<file path="src/rtl/div_clk_pkg.sv">
// Shared types and helpers for the divided-clock scheduler.
package div_clk_pkg;

  typedef enum logic [1:0] {
    IDLE  = 2'd0,
    RUN   = 2'd1,
    DRAIN = 2'd2
  } state_e;

  localparam int MIN_DIV = 2;

  // High-phase length of an N-cycle period; 33 bits so N = 2^32-1 cannot wrap.
  function automatic logic [32:0] high_len(input logic [32:0] n);
    return (n + 33'd1) >> 1;
  endfunction

endpackage

</file>
<file path="src/rtl/rr_arbiter.sv">
// Round-robin arbiter: one-hot grant to the first valid requester at or after
// the pointer; the pointer moves past the granted requester on accept.
module rr_arbiter #(
  parameter int NREQ = 2
) (
  input  logic            clk,
  input  logic            rst_n,
  input  logic [NREQ-1:0] valid_i,
  input  logic            accept_i,
  output logic [NREQ-1:0] grant_o
);

  localparam int PW = (NREQ > 1) ? $clog2(NREQ) : 1;

  logic [PW-1:0] ptr_q;
  logic [PW-1:0] gidx;
  logic          found_hi;
  logic          found_any;

  always_comb begin
    gidx      = '0;
    found_hi  = 1'b0;
    found_any = 1'b0;
    // Descending scans leave the lowest qualifying index in gidx.
    for (int i = NREQ - 1; i >= 0; i--) begin
      if (valid_i[i] && (i >= int'(ptr_q))) begin
        gidx     = PW'(i);
        found_hi = 1'b1;
      end
    end
    if (!found_hi) begin
      for (int i = NREQ - 1; i >= 0; i--) begin
        if (valid_i[i]) begin
          gidx      = PW'(i);
          found_any = 1'b1;
        end
      end
    end
    grant_o = '0;
    if (found_hi || found_any) grant_o[gidx] = 1'b1;
  end

  always_ff @(posedge clk or negedge rst_n) begin
    if (!rst_n) begin
      ptr_q <= '0;
    end else if (accept_i) begin
      ptr_q <= (int'(gidx) == NREQ - 1) ? '0 : gidx + PW'(1);
    end
  end

endmodule

</file>
<file path="src/rtl/div_clk_sched.sv">
// Glitch-free programmable clock divider with arbitrated ratio updates.
//   state | meaning
//   IDLE  | stopped, counter 0, div_clk low
//   RUN   | periods running, en high
//   DRAIN | en low, finishing the current period
module div_clk_sched import div_clk_pkg::*; #(
  parameter int CNT_W       = 16,
  parameter int NREQ        = 2,
  parameter int DIV_DEFAULT = 4
) (
  input  logic                  clk,
  input  logic                  rst_n,
  input  logic                  en_i,
  input  logic [NREQ-1:0]       req_valid_i,
  input  logic [NREQ*CNT_W-1:0] req_div_i,
  output logic [NREQ-1:0]       req_ready_o,
  output logic                  div_clk_o,
  output logic                  div_tick_o,
  output logic                  busy_o,
  output logic [CNT_W-1:0]      cur_div_o,
  output logic                  cfg_applied_o,
  output logic                  cfg_err_o
);

  state_e             state_q, state_d;
  logic [CNT_W-1:0]   cnt_q, cnt_d;
  logic [CNT_W-1:0]   cur_div_q, cur_div_d;
  logic [CNT_W-1:0]   pend_div_q, pend_div_d;
  logic               pend_valid_q, pend_valid_d;
  logic               div_clk_q, div_clk_d;
  logic               div_tick_q, div_tick_d;
  logic               busy_q, busy_d;
  logic               applied_q, applied_d;
  logic               err_q, err_d;

  logic [NREQ-1:0]    grant;
  logic [CNT_W-1:0]   acc_div;
  logic               accept, last, apply;

  assign accept      = !pend_valid_q && (|req_valid_i);
  assign req_ready_o = pend_valid_q ? '0 : grant;

  rr_arbiter #(.NREQ(NREQ)) u_arb (
    .clk      (clk),
    .rst_n    (rst_n),
    .valid_i  (req_valid_i),
    .accept_i (accept),
    .grant_o  (grant)
  );

  always_comb begin
    acc_div = '0;
    for (int i = 0; i < NREQ; i++) begin
      if (grant[i]) acc_div = req_div_i[i*CNT_W +: CNT_W];
    end

    last  = (state_q != IDLE) && (cnt_q == cur_div_q - CNT_W'(1));
    apply = pend_valid_q && (last || (state_q == IDLE));

    state_d = state_q;
    cnt_d   = cnt_q;
    case (state_q)
      IDLE: begin
        cnt_d   = '0;
        state_d = en_i ? RUN : IDLE;
      end
      default: begin
        if (last) begin
          cnt_d   = '0;
          state_d = en_i ? RUN : IDLE;
        end else begin
          cnt_d   = cnt_q + CNT_W'(1);
          state_d = en_i ? RUN : DRAIN;
        end
      end
    endcase

    cur_div_d    = apply ? pend_div_q : cur_div_q;
    pend_valid_d = pend_valid_q;
    pend_div_d   = pend_div_q;
    err_d        = 1'b0;
    if (apply) begin
      pend_valid_d = 1'b0;
    end else if (accept) begin
      if (int'(acc_div) < MIN_DIV) begin
        err_d = 1'b1;
      end else begin
        pend_valid_d = 1'b1;
        pend_div_d   = acc_div;
      end
    end
    applied_d = apply;

    busy_d     = (state_d != IDLE);
    div_clk_d  = busy_d && (33'(cnt_d) < high_len(33'(cur_div_d)));
    div_tick_d = (state_d == RUN) && (cnt_d == '0);
  end

  always_ff @(posedge clk or negedge rst_n) begin
    if (!rst_n) begin
      state_q      <= IDLE;
      cnt_q        <= '0;
      cur_div_q    <= CNT_W'(DIV_DEFAULT);
      pend_div_q   <= '0;
      pend_valid_q <= 1'b0;
      div_clk_q    <= 1'b0;
      div_tick_q   <= 1'b0;
      busy_q       <= 1'b0;
      applied_q    <= 1'b0;
      err_q        <= 1'b0;
    end else begin
      state_q      <= state_d;
      cnt_q        <= cnt_d;
      cur_div_q    <= cur_div_d;
      pend_div_q   <= pend_div_d;
      pend_valid_q <= pend_valid_d;
      div_clk_q    <= div_clk_d;
      div_tick_q   <= div_tick_d;
      busy_q       <= busy_d;
      applied_q    <= applied_d;
      err_q        <= err_d;
    end
  end

  assign div_clk_o     = div_clk_q;
  assign div_tick_o    = div_tick_q;
  assign busy_o        = busy_q;
  assign cur_div_o     = cur_div_q;
  assign cfg_applied_o = applied_q;
  assign cfg_err_o     = err_q;

endmodule

</file>
<file path="config.mk">
export PLATFORM = sky130hd
export DESIGN_NAME = div_clk_sched
export DESIGN_NICKNAME = d
export VERILOG_FILES = /design/src/rtl/div_clk_pkg.sv /design/src/rtl/rr_arbiter.sv /design/src/rtl/div_clk_sched.sv
export SDC_FILE = /design/constraint.sdc
export NUM_CORES = 1
export LEC_CHECK = 0
export ABC_AREA = 1
export CAP_MARGIN = 20
export CORE_UTILIZATION = 44
export CTS_BUF_LIST = sky130_fd_sc_hd__clkbuf_8 sky130_fd_sc_hd__clkbuf_16
export DETAILED_ROUTE_END_ITERATION = 8
export GPL_TIMING_DRIVEN = 0
export PLACE_DENSITY = 0.76
export SLEW_MARGIN = 20
export SYNTH_ARGS = -nofsm -noshare
export SYNTH_HDL_FRONTEND = slang
export SYNTH_HIERARCHICAL = 1
export SYNTH_SLANG_ARGS = --single-unit
</file>
<file path="constraint.sdc">
create_clock -name clk -period 4.8 [get_ports clk]
set_input_delay 0.48 -clock clk [delete_from_list [all_inputs] [get_ports clk]]
set_output_delay 0.48 -clock clk [all_outputs]
set_load 0.05 [all_outputs]
</file>
Yosys cells after proc, flatten, opt, wreduce, memory -nomap -nowiden
Cells that the tools add are included.
{"block": "word_totals", "inputBits": 37, "out_inout_bits": 23, "ff_bits": 57}
{"block": "op_classes", "magnitude_cmp": 5, "n_reduce_logical": 18, "bitwise_logic": 2, "mux": 28, "addsub": 4, "n_eq_ne": 3}
{"op": "$mux W16", "n": 5}
{"op": "$add A16 B1 Y17 const B", "n": 1}
{"op": "$mux W1", "n": 17}
{"op": "$add A16 B1 Y16 const B", "n": 1}
{"op": "$eq A16 B16 Y1", "n": 1}
{"op": "$logic_not A16 Y1", "n": 1}
{"op": "$lt A16 B16 Y1", "n": 1}
{"op": "$lt A16 B2 Y1 const B", "n": 1}
{"op": "$sub A16 B1 Y16 const B", "n": 1}
{"op": "$mux W2", "n": 5}
{"op": "$logic_and A1 B1 Y1", "n": 7}
{"op": "$reduce_bool A2 Y1", "n": 3}
{"op": "$reduce_and A3 Y1", "n": 1}
{"op": "$eq A2 B1 Y1 const B", "n": 1}
{"op": "$logic_not A2 Y1", "n": 1}
{"op": "$logic_or A1 B1 Y1", "n": 2}
{"op": "$lt A1 B2 Y1 const B", "n": 1}
{"op": "$ne A2 B2 Y1 const B", "n": 1}
{"op": "$not A1 Y1", "n": 2}
{"op": "$reduce_and A2 Y1", "n": 1}
{"op": "$reduce_or A2 Y1", "n": 1}
{"op": "$add A1 B1 Y1 const B", "n": 1}
{"op": "$demux W1 S1", "n": 1}
{"op": "$ge A1 B1 Y1 const A", "n": 1}
{"op": "2 further kinds", "n": 2}

Logic depth before layout (Yosys ltp)
{"block": "logic_depth", "word_depth": 17, "ltp_mapped": 30, "mapped_depth_nobuf": 29}

Cells and area by module
Netlist, hierarchy kept.
{"module": "div_clk_sched", "n_inst": 1, "area_each_um2": 4097.7, "cells_per_inst": 537}
{"module": "rr_arbiter", "n_inst": 1, "area_each_um2": 61.3, "cells_per_inst": 10}

Worst setup path after synthesis
OpenSTA, ideal clock, no wires.
{"block": "synth_path", "path_kind": "register to register", "start": "reg cur_div_q[0], in the netlist cur_div_o[0]", "end": "reg div_clk_q, in the netlist div_clk_o", "setup_ns": 0.077, "arrival_ns": 3.685, "required_ns": 4.723, "setup_slack_ns": 1.038, "path_buffers": 1, "stages_incl_launch_ff": 29, "path_cell_list": "dfrtp_1 -> inv_1 -> ha_1 -> nand2_1 -> nor2_1 -> nand2_1 -> nand2_1 -> nand3_1 -> nand2_1 -> nor2_1 -> nand2_1 -> nor2_2 -> nand2_4 -> nand2_8 -> nand2_8 -> buf_6 -> nand2_1 -> nand2_1 -> ha_1 -> nand2_1 -> nor2_4 -> nand2_1 -> xor2_1 -> ha_1 -> a21oi_1 -> nor2_1 -> a211oi_1 -> o211ai_1 -> a21oi_1"}
{"block": "synth_between", "elab_chain_len": 9, "word_cells_on_any_way": 14}
{"element": "start: declaration", "line_no": "div_clk_sched.sv:27", "source": "logic [CNT_W-1:0] cur_div_q, cur_div_d;"}
{"element": "start signal: assignment", "line_no": "div_clk_sched.sv:103", "source": "cur_div_q <= CNT_W'(DIV_DEFAULT);"}
{"element": "start signal: assignment", "line_no": "div_clk_sched.sv:114", "source": "cur_div_q <= cur_div_d;"}
{"element": "$sub A16 B1 Y16", "line_no": "div_clk_sched.sv:57", "source": "last = (state_q != IDLE) && (cnt_q == cur_div_q - CNT_W'(1));"}
{"element": "$eq A16 B16 Y1", "line_no": "div_clk_sched.sv:57"}
{"element": "$logic_and A1 B1 Y1", "line_no": "div_clk_sched.sv:57"}
{"element": "$logic_or A1 B1 Y1", "line_no": "div_clk_sched.sv:58", "source": "apply = pend_valid_q && (last || (state_q == IDLE));"}
{"element": "$logic_and A1 B1 Y1", "line_no": "div_clk_sched.sv:58"}
{"element": "$mux W16", "line_no": "div_clk_sched.sv:78", "source": "cur_div_d = apply ? pend_div_q : cur_div_q;"}
{"element": "named net cur_div_d[1]", "line_no": "div_clk_sched.sv:27"}
{"element": "$add A16 B1 Y17", "line_no": "div_clk_pkg.sv:14", "source": "return (n + 33'd1) >> 1;"}
{"element": "$lt A16 B16 Y1", "line_no": "div_clk_sched.sv:95", "source": "div_clk_d = busy_d && (33'(cnt_d) < high_len(33'(cur_div_d)));"}
{"element": "$logic_and A1 B1 Y1", "line_no": "div_clk_sched.sv:95"}
{"element": "named net div_clk_d", "line_no": "div_clk_sched.sv:30", "source": "logic div_clk_q, div_clk_d;"}
{"element": "end signal: assignment", "line_no": "div_clk_sched.sv:117", "source": "div_clk_q <= div_clk_d;"}
{"element": "end: declaration", "line_no": "div_clk_sched.sv:30"}
The timed path passes the listed nets, and every way through them passes these cells.
A chain may end at the register's enable or synchronous reset.

Final worst setup path
{"block": "layout_path", "start": "reg cur_div_q[0], in the netlist cur_div_o[0]", "end": "reg div_clk_q, in the netlist div_clk_o"}
{"block": "layout_between", "elab_chain_len": 9, "word_cells_on_any_way": 14}
{"element": "$sub A16 B1 Y16", "line_no": "div_clk_sched.sv:57"}
{"element": "$eq A16 B16 Y1", "line_no": "div_clk_sched.sv:57"}
{"element": "$logic_and A1 B1 Y1", "line_no": "div_clk_sched.sv:57"}
{"element": "$logic_or A1 B1 Y1", "line_no": "div_clk_sched.sv:58"}
{"element": "$logic_and A1 B1 Y1", "line_no": "div_clk_sched.sv:58"}
{"element": "$mux W16 *", "line_no": "div_clk_sched.sv:78"}
{"element": "named net cur_div_d[0]", "line_no": "div_clk_sched.sv:27"}
{"element": "$add A16 B1 Y17 *", "line_no": "div_clk_pkg.sv:14"}
{"element": "$lt A16 B16 Y1 *", "line_no": "div_clk_sched.sv:95"}
{"element": "$logic_and A1 B1 Y1 *", "line_no": "div_clk_sched.sv:95"}
{"element": "named net div_clk_d", "line_no": "div_clk_sched.sv:30"}
Mark *: on every way through the listed nets, which the timed path passes. The rest lies on a longest branch.

==> metrics.md <==
| Metric | Value |
|---|---|
| FF+latch count, synth | between 50 and 60 |
| Slew Viols, Final | 0 |
| Dpl ws | between 0.7 and 0.8 ns |
| Combinational share of power | about 57% |
| Seq pwr share | 28.9% |
| # setup viols final | 0 |
| First-pass GRT wire length | roughly 16 mm |
| Diode count | 0 |
| PD cells | 525 nW/um2 |
| Crit Path Category | reg2reg |
| Die Area | roughly 9800 um2 |
| Tot Pwr | 2.65 mW |
| Dominant synthesized flop cell | dfrtp_1 |
| Antenna Nets Post-Route | 0 |
| Area grow syn2layout | 21.4% |
| Vias per inst | 4.96 |
| Clock Skews | 0.00970 ns |
| Die width | 99.2 um |
| Final Wtd Congestion | 0.982 |
| Share of cells above drive strength 1 | about 14% |
| Fin util | between 50% and 60% |
| Post-synth EDFFs | 0 |
| Row Count | 35 |
| Net load switching power | between 1 and 1.5 mW |
| Clk Latency, worst-skew pair | 0.34 ns |
| Share of the yosys chip area belonging to registers | 34.3% |
| Fmax | 247 MHz |
| Mapped cell area | 4160 um2 |
| Leak pwr | 2.39 nW |
| Worst-path maximum fanout | 10 |
| Most used cell, CP | nand2_1 |
| Num ports | 60 |
| Final hold vios | 0 |
| Synth unique cells | between 40 and 50 |
| Drt first pass iters | 4 |
| Yosys warnings | 6 |
| Critical Path Start Type | flip-flop |
| Critical Path Max Stage Delay | 0.44 ns |
| Gate Count Post-Synth | 547 |
| Post-CTS Hold Fix Bufs | 0 |
| Sw frac | just under 50% |
| Antenna violations before repair | 0 |
| Vias | between 3000 and 4000 |
| Post-route insts no fill | approximately 730 |
| Initial Util | a little under half |
| Crit. End Element | flip-flop |
| Syn Area/Cell | 7.60 um2 |
| Initial DRC count | 171 |
| Min Tclk post-route | 4.05 ns |
| Mean routed wirelength per cell | 13.1 um |
| Slew @ Worst Pin | approximately 0.70 ns |
| Relative slew slack | 53.1% |
| Final net count | 672 |
| # DRC | 0 |
| RSZ-0062 raised after global routing | no |
| Clock network power share | approximately 14% |
| CTS max path bufs | 2 |
| Setup TNS Final | 0 ns |
| Total clock sinks | 57 |
| TritonCTS clock tree | done |
| Post-Syn Nets | 602 |
| Port bufs | 59 |
| Max-Cap Viols | 0 |
| Crit path buf inv count | 2 |
| Number of global-route vias before repair | around 3600 |
| Largest net degree at the start of global routing | 58 |
| Slowest cell on crit path | dfrtp_1 |
| Final Worst Setup Slack | 0.751 ns |
| Tcrit/Tclk final | 84.4% |
| Post-route cell area | 5050 um2 |
| Hold Crit Class | in2async |
| Die Ht | roughly 99 um |
| Setup Fix Bufs, Post-CTS | 0 |
| Area post-placement | 4890 um2 |
| CTS H-tree depth | 3 |
| Status | completed |
| CTS buffer count | 9 |
| Grt ovf | 0 |
| Core area | just over 9000 um2 |
| Total detailed-routing wirelength | 9.60 mm |
| Dpl hpwl | 7.90 mm |
| Ys async rst share | 100% |
| Placed Cells incl. Taps | 717 |
| Int Power | 1.35 mW |
| Min Hold Slack | 0.190 ns |
| Peak supply drop | between 0.15 and 0.2 mV |
| Delay-heaviest family, CP | simple AND/OR/NAND/NOR gates |
| Post-CTS Resized | 0 |
| Clock slew at reported path FFs | around 0.070 ns |
| Data arrival time of the critical path | 4.31 ns |
| Root Buffer | clkbuf_8 |
| Worst Path Required | 5.06 ns |
| Total Routing Usage GR | approximately a fifth |
## cells in the mapped netlist (4+ instances only)
cell type / n / area (um2)
nand2_1: 149 / 559
dfrtp_1: 56 / 1400
nor2_1: 54 / 203
inv_1: 47 / 176
nand3_1: 34 / 170
nand2_2: 20 / 125
xnor2_1: 20 / 175
ha_1: 18 / 225
a22o_1: 13 / 114
o21ai_0: 11 / 55.1
nand4_1: 10 / 62.6
xor2_1: 10 / 87.6
nor2_2: 9 / 56.3
nor3_1: 9 / 45.0
a21oi_1: 8 / 40.0
nand2_4: 8 / 90.1
nand3b_1: 8 / 60.1
nand3_2: 7 / 70.1
nor2_4: 7 / 78.8
inv_2: 6 / 22.5
o21ai_1: 6 / 30.0
buf_2: 4 / 20.0
## flip-flops by register name, indices dropped and copies added, names as in the netlist
| signal | cells |
|---|---|
| pend_div_q | 16 |
| div_clk_o | 1 |
| cfg_err_o | 1 |
| pend_valid_q | 1 |
| div_tick_o | 1 |
| cnt_q | 16 |
| state_q | 2 |
| cfg_applied_o | 1 |
| u_arb/ptr_q | 1 |
| busy_o | 1 |
| cur_div_o | 16 |
## routing by layer
layer / vias up / global-route usage (%) / part of all wire [%]
met3: 20 / 2.74 / 2.9
li1: 1912 / - / -
met5: - / 0 / 0
met1: 1624 / 24.3 / 44
met4: 0 / 8.48 / 2.4
met2: 83 / 39.2 / 51
## layout by cell type (no fill, tap or decap), types with 4 or more instances in the layout
master,instances
a21oi_1,8
a22o_1,13
buf_2,4
clkbuf_8,10
clkdlybuf4s50_1,58
clkinv_2,4
dfrtp_1,56
ha_1,18
inv_1,49
inv_2,6
nand2_1,149
nand2_2,20
nand2_4,8
nand3_1,34
nand3_2,7
nand3b_1,8
nand4_1,10
nor2_1,54
nor2_2,9
nor2_4,7
nor3_1,9
o21ai_0,11
o21ai_1,6
xnor2_1,20
xor2_1,10
## worst paths after layout
path | start | end | slack, ns | depth (start not counted)
worst max-delay path | cur_div_o[0] | div_clk_o | 0.75 | 27
worst min-delay path | rst_n | pend_div_q[13] | 0.19 | 1
worst max register to register | cur_div_o[0] | div_clk_o | 0.75 | 27
worst min register to register | pend_div_q[5] | pend_div_q[5] | 0.48 | 2
max in group asynchronous | rst_n | cur_div_o[13] | 4.14 | 1
min in group clk | pend_div_q[5] | pend_div_q[5] | 0.48 | 2
## power groups by stage
stage / combinational [mW] / sequential (mW) / clock, mW
after floorplan: 0.958 / 0.920 / 0
after global placement: 1.47 / 0.764 / 0
after detailed placement: 1.52 / 0.770 / 0
after CTS: 1.52 / 0.762 / 0.383
after global routing: 1.68 / 0.782 / 0.404
final: 1.51 / 0.766 / 0.372
## logic make-up (layout without fill, tap and decap cells)
group                    count (synthesis)  count (layout)  share of synthesized area, %
AND/OR/NAND/NOR                        327             327                          39.4
buffers and inverters                   68             143                          7.01
flip-flops                              57              57                          34.3
AO/OA/AOI/OAI                           47              47                          7.58
XOR/XNOR                                30              30                          6.32
adder cells (fa/ha/maj)                 18              18                          5.42
## worst register-to-register path, cell delays in order (launching register included)
cell	delay, ns
dfrtp_1	0.44
inv_1	0.13
ha_1	0.24
nand3_2	0.18
nor2_4	0.21
nand2_1	0.08
nand2_1	0.07
nand2_1	0.05
nor2_1	0.10
nand2_1	0.08
nor2_2	0.18
nand2_4	0.10
nand2_8	0.11
buf_8	0.15
nand3_2	0.07
nand2_2	0.12
ha_1	0.22
nand2_1	0.12
nor2_4	0.16
nand3_1	0.09
nand2_1	0.06
nand2_1	0.05
ha_1	0.28
a21oi_1	0.17
nor2_1	0.06
a211oi_1	0.18
o211ai_1	0.12
a21oi_1	0.15
## cell type report
| cell class | instances | area [um2] |
|---|---|---|
| fillers | 843 | 4150 |
| multi-input cells | 422 | 2440 |
| flip-flops and latches | 57 | 1430 |
| repair buffers | 59 | 588 |
| inverters | 55 | 206 |
| well taps | 111 | 139 |
| clock buffers | 10 | 138 |
| plain buffers | 13 | 85.1 |
| clock inverters | 6 | 27.5 |
Power figures use the tool's default switching activity.
